## config.mk

```make
export PLATFORM = sky130hd
export DESIGN_NAME = camera_frame_writer_flat
export DESIGN_NICKNAME = d
export VERILOG_FILES = /design/src/rtl/camera_pkg.sv /design/src/rtl/camera_frame_writer_if.sv /design/src/rtl/camera_frame_writer_stats.sv /design/src/rtl/camera_frame_writer.sv /design/src/flat_wrapper.sv
export SDC_FILE = /design/constraint.sdc
export NUM_CORES = 1
export LEC_CHECK = 0
export ABC_AREA = 0
export CAP_MARGIN = 20
export CORE_AREA = 2 2 232 234
export CTS_CLUSTER_SIZE = 10
export DETAILED_ROUTE_END_ITERATION = 7
export DIE_AREA = 0 0 234 236
export SLEW_MARGIN = 40
export SYNTH_ARGS = -nofsm -noshare
export SYNTH_HDL_FRONTEND = slang
export SYNTH_SLANG_ARGS = --single-unit
```

## constraint.sdc

```tcl
create_clock -name clk -period 9.75 [get_ports clk]
set_clock_uncertainty 0.05 [all_clocks]
set_input_delay 2.4375 -clock clk [delete_from_list [all_inputs] [get_ports clk]]
set_output_delay 2.4375 -clock clk [all_outputs]
set_load 0.005 [all_outputs]
```

## src/rtl/camera_pkg.sv

```systemverilog
// Shared definitions for the camera frame writer: record layout, status
// word bit positions and the writer FSM state encoding.
package camera_pkg;

    localparam int RECORD_WORDS = 7;

    localparam logic [2:0] W_SEQ     = 3'd0;
    localparam logic [2:0] W_COUNT   = 3'd1;
    localparam logic [2:0] W_SUM_X   = 3'd2;
    localparam logic [2:0] W_SUM_Y   = 3'd3;
    localparam logic [2:0] W_X_RANGE = 3'd4;
    localparam logic [2:0] W_Y_RANGE = 3'd5;
    localparam logic [2:0] W_STATUS  = 3'd6;

    localparam int STAT_VALID_BIT = 31;
    localparam int STAT_ERR_LSB   = 16;
    localparam int STAT_DROP_LSB  = 0;

    typedef enum logic [1:0] {
        IDLE  = 2'd0,
        ACCUM = 2'd1,
        WRITE = 2'd2
    } state_t;

    // Min sits in the upper half so the client can split the word with a shift.
    function automatic logic [31:0] pack_range(input logic [15:0] lo, input logic [15:0] hi);
        return {lo, hi};
    endfunction

endpackage

```

## src/rtl/camera_frame_writer_if.sv

```systemverilog
// Pixel stream in, shared-memory host port and status out.
interface camera_frame_writer_if;

    logic        pix_valid;
    logic [7:0]  pix_data;
    logic        pix_sof;
    logic        pix_eol;
    logic        pix_eof;
    logic [7:0]  thresh;
    logic [31:0] camera_addr;
    logic [31:0] camera_dout;
    logic        camera_mwe;
    logic        frame_done;
    logic        busy;

    modport master (
        output pix_valid, pix_data, pix_sof, pix_eol, pix_eof, thresh,
        input  camera_addr, camera_dout, camera_mwe, frame_done, busy
    );

    modport slave (
        input  pix_valid, pix_data, pix_sof, pix_eol, pix_eof, thresh,
        output camera_addr, camera_dout, camera_mwe, frame_done, busy
    );

endinterface

```

## src/rtl/camera_frame_writer_stats.sv

```systemverilog
// Per-frame statistics of bright pixels: position counters, hit count,
// coordinate sums and bounding box. 'start' restarts the frame on this pixel.
module frame_stats_accum #(
    parameter int X_W = 10,
    parameter int Y_W = 10
) (
    input  logic           clk,
    input  logic           reset,
    input  logic           start,
    input  logic           apply,
    input  logic [7:0]     pix_data,
    input  logic           pix_eol,
    input  logic [7:0]     thresh,
    output logic [31:0]    count,
    output logic [31:0]    sum_x,
    output logic [31:0]    sum_y,
    output logic [X_W-1:0] min_x,
    output logic [X_W-1:0] max_x,
    output logic [Y_W-1:0] min_y,
    output logic [Y_W-1:0] max_y
);

    localparam logic [X_W-1:0] X_ONE = 1;
    localparam logic [Y_W-1:0] Y_ONE = 1;

    logic [7:0]     thresh_q;
    logic [7:0]     thr_eff;
    logic [X_W-1:0] x_q, x_eff, min_x_base, max_x_base;
    logic [Y_W-1:0] y_q, y_eff, min_y_base, max_y_base;
    logic [31:0]    count_base, sum_x_base, sum_y_base;
    logic           hit;

    // On the sof pixel everything starts from the frame-initial values, so the
    // sof pixel is judged against the freshly sampled threshold at (0,0).
    always_comb begin
        thr_eff    = start ? thresh : thresh_q;
        x_eff      = start ? '0 : x_q;
        y_eff      = start ? '0 : y_q;
        count_base = start ? '0 : count;
        sum_x_base = start ? '0 : sum_x;
        sum_y_base = start ? '0 : sum_y;
        min_x_base = start ? '1 : min_x;
        max_x_base = start ? '0 : max_x;
        min_y_base = start ? '1 : min_y;
        max_y_base = start ? '0 : max_y;
        hit        = apply && (pix_data >= thr_eff);
    end

    always_ff @(posedge clk) begin
        if (reset) begin
            thresh_q <= '0;
            x_q      <= '0;
            y_q      <= '0;
            count    <= '0;
            sum_x    <= '0;
            sum_y    <= '0;
            min_x    <= '0;
            max_x    <= '0;
            min_y    <= '0;
            max_y    <= '0;
        end else if (apply) begin
            thresh_q <= thr_eff;
            if (pix_eol) begin
                x_q <= '0;
                y_q <= y_eff + Y_ONE;
            end else begin
                x_q <= x_eff + X_ONE;
                y_q <= y_eff;
            end
            count <= count_base + {31'd0, hit};
            sum_x <= hit ? sum_x_base + 32'(x_eff) : sum_x_base;
            sum_y <= hit ? sum_y_base + 32'(y_eff) : sum_y_base;
            min_x <= (hit && (x_eff < min_x_base)) ? x_eff : min_x_base;
            max_x <= (hit && (x_eff > max_x_base)) ? x_eff : max_x_base;
            min_y <= (hit && (y_eff < min_y_base)) ? y_eff : min_y_base;
            max_y <= (hit && (y_eff > max_y_base)) ? y_eff : max_y_base;
        end
    end

endmodule

```

## src/rtl/camera_frame_writer.sv

```systemverilog
// Frame writer top: tracks frames on the pixel stream and writes the 7-word
// statistics record into shared memory, status word last.
module camera_frame_writer
    import camera_pkg::*;
#(
    parameter logic [31:0] BASE_ADDR = 32'h0000_0000,
    parameter int          X_W       = 10,
    parameter int          Y_W       = 10
) (
    input logic                 clk,
    input logic                 reset,
    camera_frame_writer_if.slave bus
);

    state_t         state;
    logic [2:0]     word_idx, next_idx;
    logic [31:0]    seq, seq_next;
    logic [7:0]     err_cnt;
    logic [15:0]    drop_cnt;
    logic           sof_seen, start, apply, frame_end;
    logic [31:0]    rec_word, status_word;
    logic [31:0]    addr_q, dout_q;
    logic           mwe_q, done_q, busy_q;

    logic [31:0]    count, sum_x, sum_y;
    logic [X_W-1:0] min_x, max_x;
    logic [Y_W-1:0] min_y, max_y;

    // A sof seen in WRITE never starts a frame; that frame is lost entirely.
    always_comb begin
        sof_seen  = bus.pix_valid & bus.pix_sof;
        start     = sof_seen & (state != WRITE);
        apply     = bus.pix_valid & ((state == ACCUM) | start);
        frame_end = bus.pix_valid & bus.pix_eof & ((state == ACCUM) | start);
    end

    frame_stats_accum #(.X_W(X_W), .Y_W(Y_W)) u_stats (
        .clk      (clk),
        .reset    (reset),
        .start    (start),
        .apply    (apply),
        .pix_data (bus.pix_data),
        .pix_eol  (bus.pix_eol),
        .thresh   (bus.thresh),
        .count    (count),
        .sum_x    (sum_x),
        .sum_y    (sum_y),
        .min_x    (min_x),
        .max_x    (max_x),
        .min_y    (min_y),
        .max_y    (max_y)
    );

    always_comb begin
        next_idx    = word_idx + 3'd1;
        seq_next    = seq + 32'd1;
        status_word = '0;
        status_word[STAT_VALID_BIT]      = (count != 32'd0);
        status_word[STAT_ERR_LSB +: 8]   = err_cnt;
        status_word[STAT_DROP_LSB +: 16] = drop_cnt;
        case (next_idx)
            W_COUNT:   rec_word = count;
            W_SUM_X:   rec_word = sum_x;
            W_SUM_Y:   rec_word = sum_y;
            W_X_RANGE: rec_word = (count == 32'd0) ? '0 : pack_range(16'(min_x), 16'(max_x));
            W_Y_RANGE: rec_word = (count == 32'd0) ? '0 : pack_range(16'(min_y), 16'(max_y));
            W_STATUS:  rec_word = status_word;
            default:   rec_word = seq;
        endcase
    end

    // word_idx names the record word currently on the host port; word 0 goes
    // out on the eof edge so the whole record occupies the following 7 cycles.
    always_ff @(posedge clk) begin
        if (reset) begin
            state    <= IDLE;
            word_idx <= W_SEQ;
            seq      <= '0;
            err_cnt  <= '0;
            drop_cnt <= '0;
            addr_q   <= '0;
            dout_q   <= '0;
            mwe_q    <= 1'b0;
            done_q   <= 1'b0;
            busy_q   <= 1'b0;
        end else begin
            mwe_q  <= 1'b0;
            done_q <= 1'b0;
            case (state)
                IDLE: begin
                    if (start) begin
                        state  <= ACCUM;
                        busy_q <= 1'b1;
                    end
                end
                ACCUM: begin
                    if (sof_seen && (err_cnt != 8'hFF))
                        err_cnt <= err_cnt + 8'd1;
                end
                WRITE: begin
                    if (sof_seen && (drop_cnt != 16'hFFFF))
                        drop_cnt <= drop_cnt + 16'd1;
                    if (word_idx == W_STATUS) begin
                        state  <= IDLE;
                        busy_q <= 1'b0;
                    end else begin
                        word_idx <= next_idx;
                        mwe_q    <= 1'b1;
                        addr_q   <= BASE_ADDR + {27'd0, next_idx, 2'b00};
                        dout_q   <= rec_word;
                        done_q   <= (next_idx == W_STATUS);
                    end
                end
                default: state <= IDLE;
            endcase
            if (frame_end) begin
                state    <= WRITE;
                busy_q   <= 1'b1;
                word_idx <= W_SEQ;
                mwe_q    <= 1'b1;
                addr_q   <= BASE_ADDR;
                dout_q   <= seq_next;
                seq      <= seq_next;
            end
        end
    end

    assign bus.camera_addr = addr_q;
    assign bus.camera_dout = dout_q;
    assign bus.camera_mwe  = mwe_q;
    assign bus.frame_done  = done_q;
    assign bus.busy        = busy_q;

endmodule

```

## src/flat_wrapper.sv

```systemverilog
// flat-port wrapper written by rule: the top's interface ports become plain ports
module camera_frame_writer_flat import camera_pkg::*;
#(
    parameter logic [31:0] BASE_ADDR = 32'h0000_0000,
    parameter int          X_W       = 10,
    parameter int          Y_W       = 10
)
  (clk, reset, bus_pix_valid, bus_pix_data, bus_pix_sof, bus_pix_eol, bus_pix_eof, bus_thresh, bus_camera_addr, bus_camera_dout, bus_camera_mwe, bus_frame_done, bus_busy);
  camera_frame_writer_if bus_i ();
  input logic clk;
  input logic reset;
  input wire logic [$bits(bus_i.pix_valid)-1:0] bus_pix_valid;
  input wire logic [$bits(bus_i.pix_data)-1:0] bus_pix_data;
  input wire logic [$bits(bus_i.pix_sof)-1:0] bus_pix_sof;
  input wire logic [$bits(bus_i.pix_eol)-1:0] bus_pix_eol;
  input wire logic [$bits(bus_i.pix_eof)-1:0] bus_pix_eof;
  input wire logic [$bits(bus_i.thresh)-1:0] bus_thresh;
  output wire logic [$bits(bus_i.camera_addr)-1:0] bus_camera_addr;
  output wire logic [$bits(bus_i.camera_dout)-1:0] bus_camera_dout;
  output wire logic [$bits(bus_i.camera_mwe)-1:0] bus_camera_mwe;
  output wire logic [$bits(bus_i.frame_done)-1:0] bus_frame_done;
  output wire logic [$bits(bus_i.busy)-1:0] bus_busy;
  assign bus_i.pix_valid = bus_pix_valid;
  assign bus_i.pix_data = bus_pix_data;
  assign bus_i.pix_sof = bus_pix_sof;
  assign bus_i.pix_eol = bus_pix_eol;
  assign bus_i.pix_eof = bus_pix_eof;
  assign bus_i.thresh = bus_thresh;
  assign bus_camera_addr = bus_i.camera_addr;
  assign bus_camera_dout = bus_i.camera_dout;
  assign bus_camera_mwe = bus_i.camera_mwe;
  assign bus_frame_done = bus_i.frame_done;
  assign bus_busy = bus_i.busy;
  camera_frame_writer #(.BASE_ADDR(BASE_ADDR), .X_W(X_W), .Y_W(Y_W)) u_core (.clk(clk), .reset(reset), .bus(bus_i));
endmodule
```

==> results.yml <==
grt:
  grt_max_degree: 73
  grt_pass1_vias: 13863
  overflow: 0
  grt_antenna_before_repair: 0
  grt_pass1_wl_um: 80600
  gr-usage-all-layers_pct: 18.4
logic_synthesis:
  ys_seq_area_share_pct: 33.2
  synth_edf_count: 0
  syn_inst: 1967
  async_flop_share_pct: 0
  synth.mux.area_fraction_pct: 2.65
  ys_seq_elements: 260
  synth_top_family_by_area: "simple AND/OR/NAND/NOR gates"
  yosys.area_share.adder_pct: 6.49
  synthFlopType: "dfxtp_1"
  synthXorXnorAreaFrac_pct: 6.38
  synth_area_leader_cell: "dfxtp_1"
  yosysUniqueCellTypes: 78
  syn_area_um2: 15700
  synthTopCellsByArea: "dfxtp_1 33%, ha_1 6.2%, nor2_1 5.8%, nand2_1 4.5%, a21oi_1 3.7%"
  synth_common_cells: "260 x dfxtp_1, 241 x nor2_1, 188 x nand2_1, 117 x a21oi_1, 115 x clkbuf_1"
  synth.most_common_cell: "dfxtp_1"
  synth_compound_area_share_pct: 21.3
  yosys.area_share.simple_pct: 24.3
  yosysTopAreaCellShare_pct: 33.2
  yosysWarnings: 0
  avgSynthCellArea_um2: 7.96
timing:
  setup_violations: 0
  period_needed_ns: 7.14
  hold_viol_final: 0
  period_share_pct: 73.3
  fmax_ghz: 0.140
  final.setup.tns_ns: 0
  tightest_slew_ns: 0.823
  rsz0062_at_grt: "false"
  slew_violations: 0
  relSlewSlack_pct: 44.8
power:
  power.static_leakage_nw: 6.14
  powerDensity_nw_per_um2: 133
  peakVddDrop_mv: 0.127
clocking:
  insertion_delay_ns: 0.59
  cts_setup_buffers: 0
  cts_resized: 0
  cts_buffers: 31
  cts_htree_levels: 1
  cts_root_buf: "clkbuf_16"
  clk_pin_slew_ns: 0.06
  clock_sinks: 260
  cts_tree: "yes"
  clock_path_buffers: 3
  cts_hold_buf: 0
placement:
  postPlaceCellArea_um2: 16800
  hpwl_um: 37600
  portBuffers: 59
  gp_congestion: 1.01
setup_path:
  rr_worst_depth: 20
  ff2ff_setup_slack_ns: 4.56
  crit_path_end_kind: "flop"
  crit_fanout: 38
  cp-start-kind: "input port"
  critical_path_class: "input port to flop"
  arrival_ns: 7.55
  worstSetupEndpoint: "u_core.u_stats.count[22]$_SDFFE_PP0P_"
  r2r-start: "u_core.state[0]$_SDFFE_PP0P_"
  worstSetupStartpoint: "bus_pix_valid"
  cp.required_ns: 10.15
  worstReg2RegEnd: "u_core.u_stats.count[22]$_SDFFE_PP0P_"
finish:
  fin_area_um2: 17600
  seq_area_um2: 5200
  nets: 2053
  final_core_util_pct: 33.2
  multiInputGateArea_um2: 9770
  diodes: 0
  syn_to_final_growth_pct: 12.6
  fillCellCount: 5521
  layout-drive-gt1-share_pct: 5.20
drt:
  vias: 15010
  viasPerCell: 5.65
  drt_iter0_drc: 1659
  drt_first_pass_iters: 8
  wl_per_cell_um: 19.6
  drc: 7
  ant_nets: 0
  routed_wirelength_um: 52200
floorplan:
  die_x_um: 234
  start_util_pct: 29.5
  rows: 85
  die-area_um2: 55200
  coreArea_um2: 53100
  die_h_um: 236
  io_pins: 89
hold_path:
  hp-class: "flop to flop"
run_status:
  violations: "DRC"
  status: "finished, violations left"
flow_run:
  max_cap_violations: 0
## critical path, stage by stage
cell and delay (ns):
clkdlybuf4s50_1 0.63, nand2_1 0.32, nor2_4 0.28, buf_4 0.49, mux2i_1 0.29, ha_1 0.21
o21a_1 0.13, nor2_1 0.06, nor4_2 0.39, nor2_1 0.07, buf_4 0.24, inv_1 0.11
ha_1 0.17, ha_1 0.21, inv_1 0.08, nor4_2 0.66, nand4_1 0.27, nor3_1 0.27
xnor2_1 0.14, nor2_1 0.05
## layout make-up
class	count	share of cell area, %
multi-input combinational	1535	55.4
sequential	260	29.5
tap	696	4.94
timing repair buffer	89	4.67
clock buffer	39	4.62
inverter	34	0.723
clock inverter	4	0.149
## flip-flops by register name (all words and copies together) (netlist names), 10 cells and up
| name | count |
|---|---|
| u_core.u_stats.sum_x | 32 |
| u_core.u_stats.y_q | 10 |
| u_core.u_stats.sum_y | 32 |
| u_core.u_stats.min_y | 10 |
| u_core.u_stats.max_x | 10 |
| u_core.seq | 32 |
| u_core.u_stats.max_y | 10 |
| u_core.bus.camera_dout | 32 |
| u_core.u_stats.count | 32 |
| u_core.u_stats.x_q | 10 |
| u_core.u_stats.min_x | 10 |
| u_core.drop_cnt | 16 |
## placed cells by master (no fill, tap or decap), drive strengths merged, types with 13 or more instances in the layout
master         count
a21o              14
nor4              23
inv               33
o211ai            28
mux2i             37
conb              29
a32oi             16
a31oi             21
buf               31
or4               23
o31ai             18
ha                78
nor2             241
o21ai             68
nand2            188
a21oi            117
nand4             55
o221ai            20
a22oi             45
xor2              58
nand3             62
and2              55
clkdlybuf4s50     58
nor3              59
and4              13
and3              15
xnor2             56
dfxtp            260
or3               25
clkbuf            39
a211oi            31
## routing by layer
layer | GRT usage [%] | vias to the layer above | wire, um
li1 | - | 7114 | -
met1 | 26.0 | 7165 | 23300
met2 | 28.0 | 635 | 22300
met3 | 3.53 | 96 | 4830
met4 | 5.98 | 0 | 1740
met5 | 0 | - | 0
## through the flow
stage          total power (W)  setup slack [ns]  hold WS [ns]  std cells
2_1_floorplan          0.00126              2.66         0.381       1995
3_3_place_gp           0.00133              1.90         0.406       2612
3_5_place_dp           0.00134              2.12         0.404       2612
4_1_cts                0.00236              2.77         0.417       2655
5_1_grt                0.00243              2.27         0.426       2657
6_report               0.00235              2.61         0.414       2657
## report_power, final
| part | switching, W | internal, W | leakage, nW |
|---|---|---|---|
| clock | 0.000455 | 0.000576 | 0.410 |
| combinational | 0.000146 | 0.0000709 | 3.63 |
| sequential | 0.0000167 | 0.00108 | 2.10 |
| total | 0.000618 | 0.00173 | 6.14 |
## how the worst min path moves through the flow
stage          slack [ns]                                 endpoint                                     from  cells past startpoint
2_1_floorplan        0.38     u_core.u_stats.max_y[9]$_SDFFE_PP0P_       u_core.u_stats.y_q[9]$_SDFFE_PP0P_                      2
3_3_place_gp         0.41  u_core.bus.camera_dout[16]$_SDFFE_PP0P_  u_core.bus.camera_dout[16]$_SDFFE_PP0P_                      1
3_5_place_dp         0.40  u_core.bus.camera_dout[17]$_SDFFE_PP0P_  u_core.bus.camera_dout[17]$_SDFFE_PP0P_                      1
4_1_cts              0.42  u_core.bus.camera_dout[17]$_SDFFE_PP0P_  u_core.bus.camera_dout[17]$_SDFFE_PP0P_                      1
5_1_grt              0.43  u_core.bus.camera_dout[16]$_SDFFE_PP0P_  u_core.bus.camera_dout[16]$_SDFFE_PP0P_                      1
6_report             0.41  u_core.bus.camera_dout[17]$_SDFFE_PP0P_  u_core.bus.camera_dout[17]$_SDFFE_PP0P_                      1
## kinds of logic after synthesis
group,Yosys count
and+or+nand+nor,788
DFF,260
xor gates and xnor gates,114
buffers and inverters,200
AOI/OAI and AO/OA,483
other,1
muxes,41
adders and majority gates,80
No activity file was read; power rests on OpenSTA's default activity.
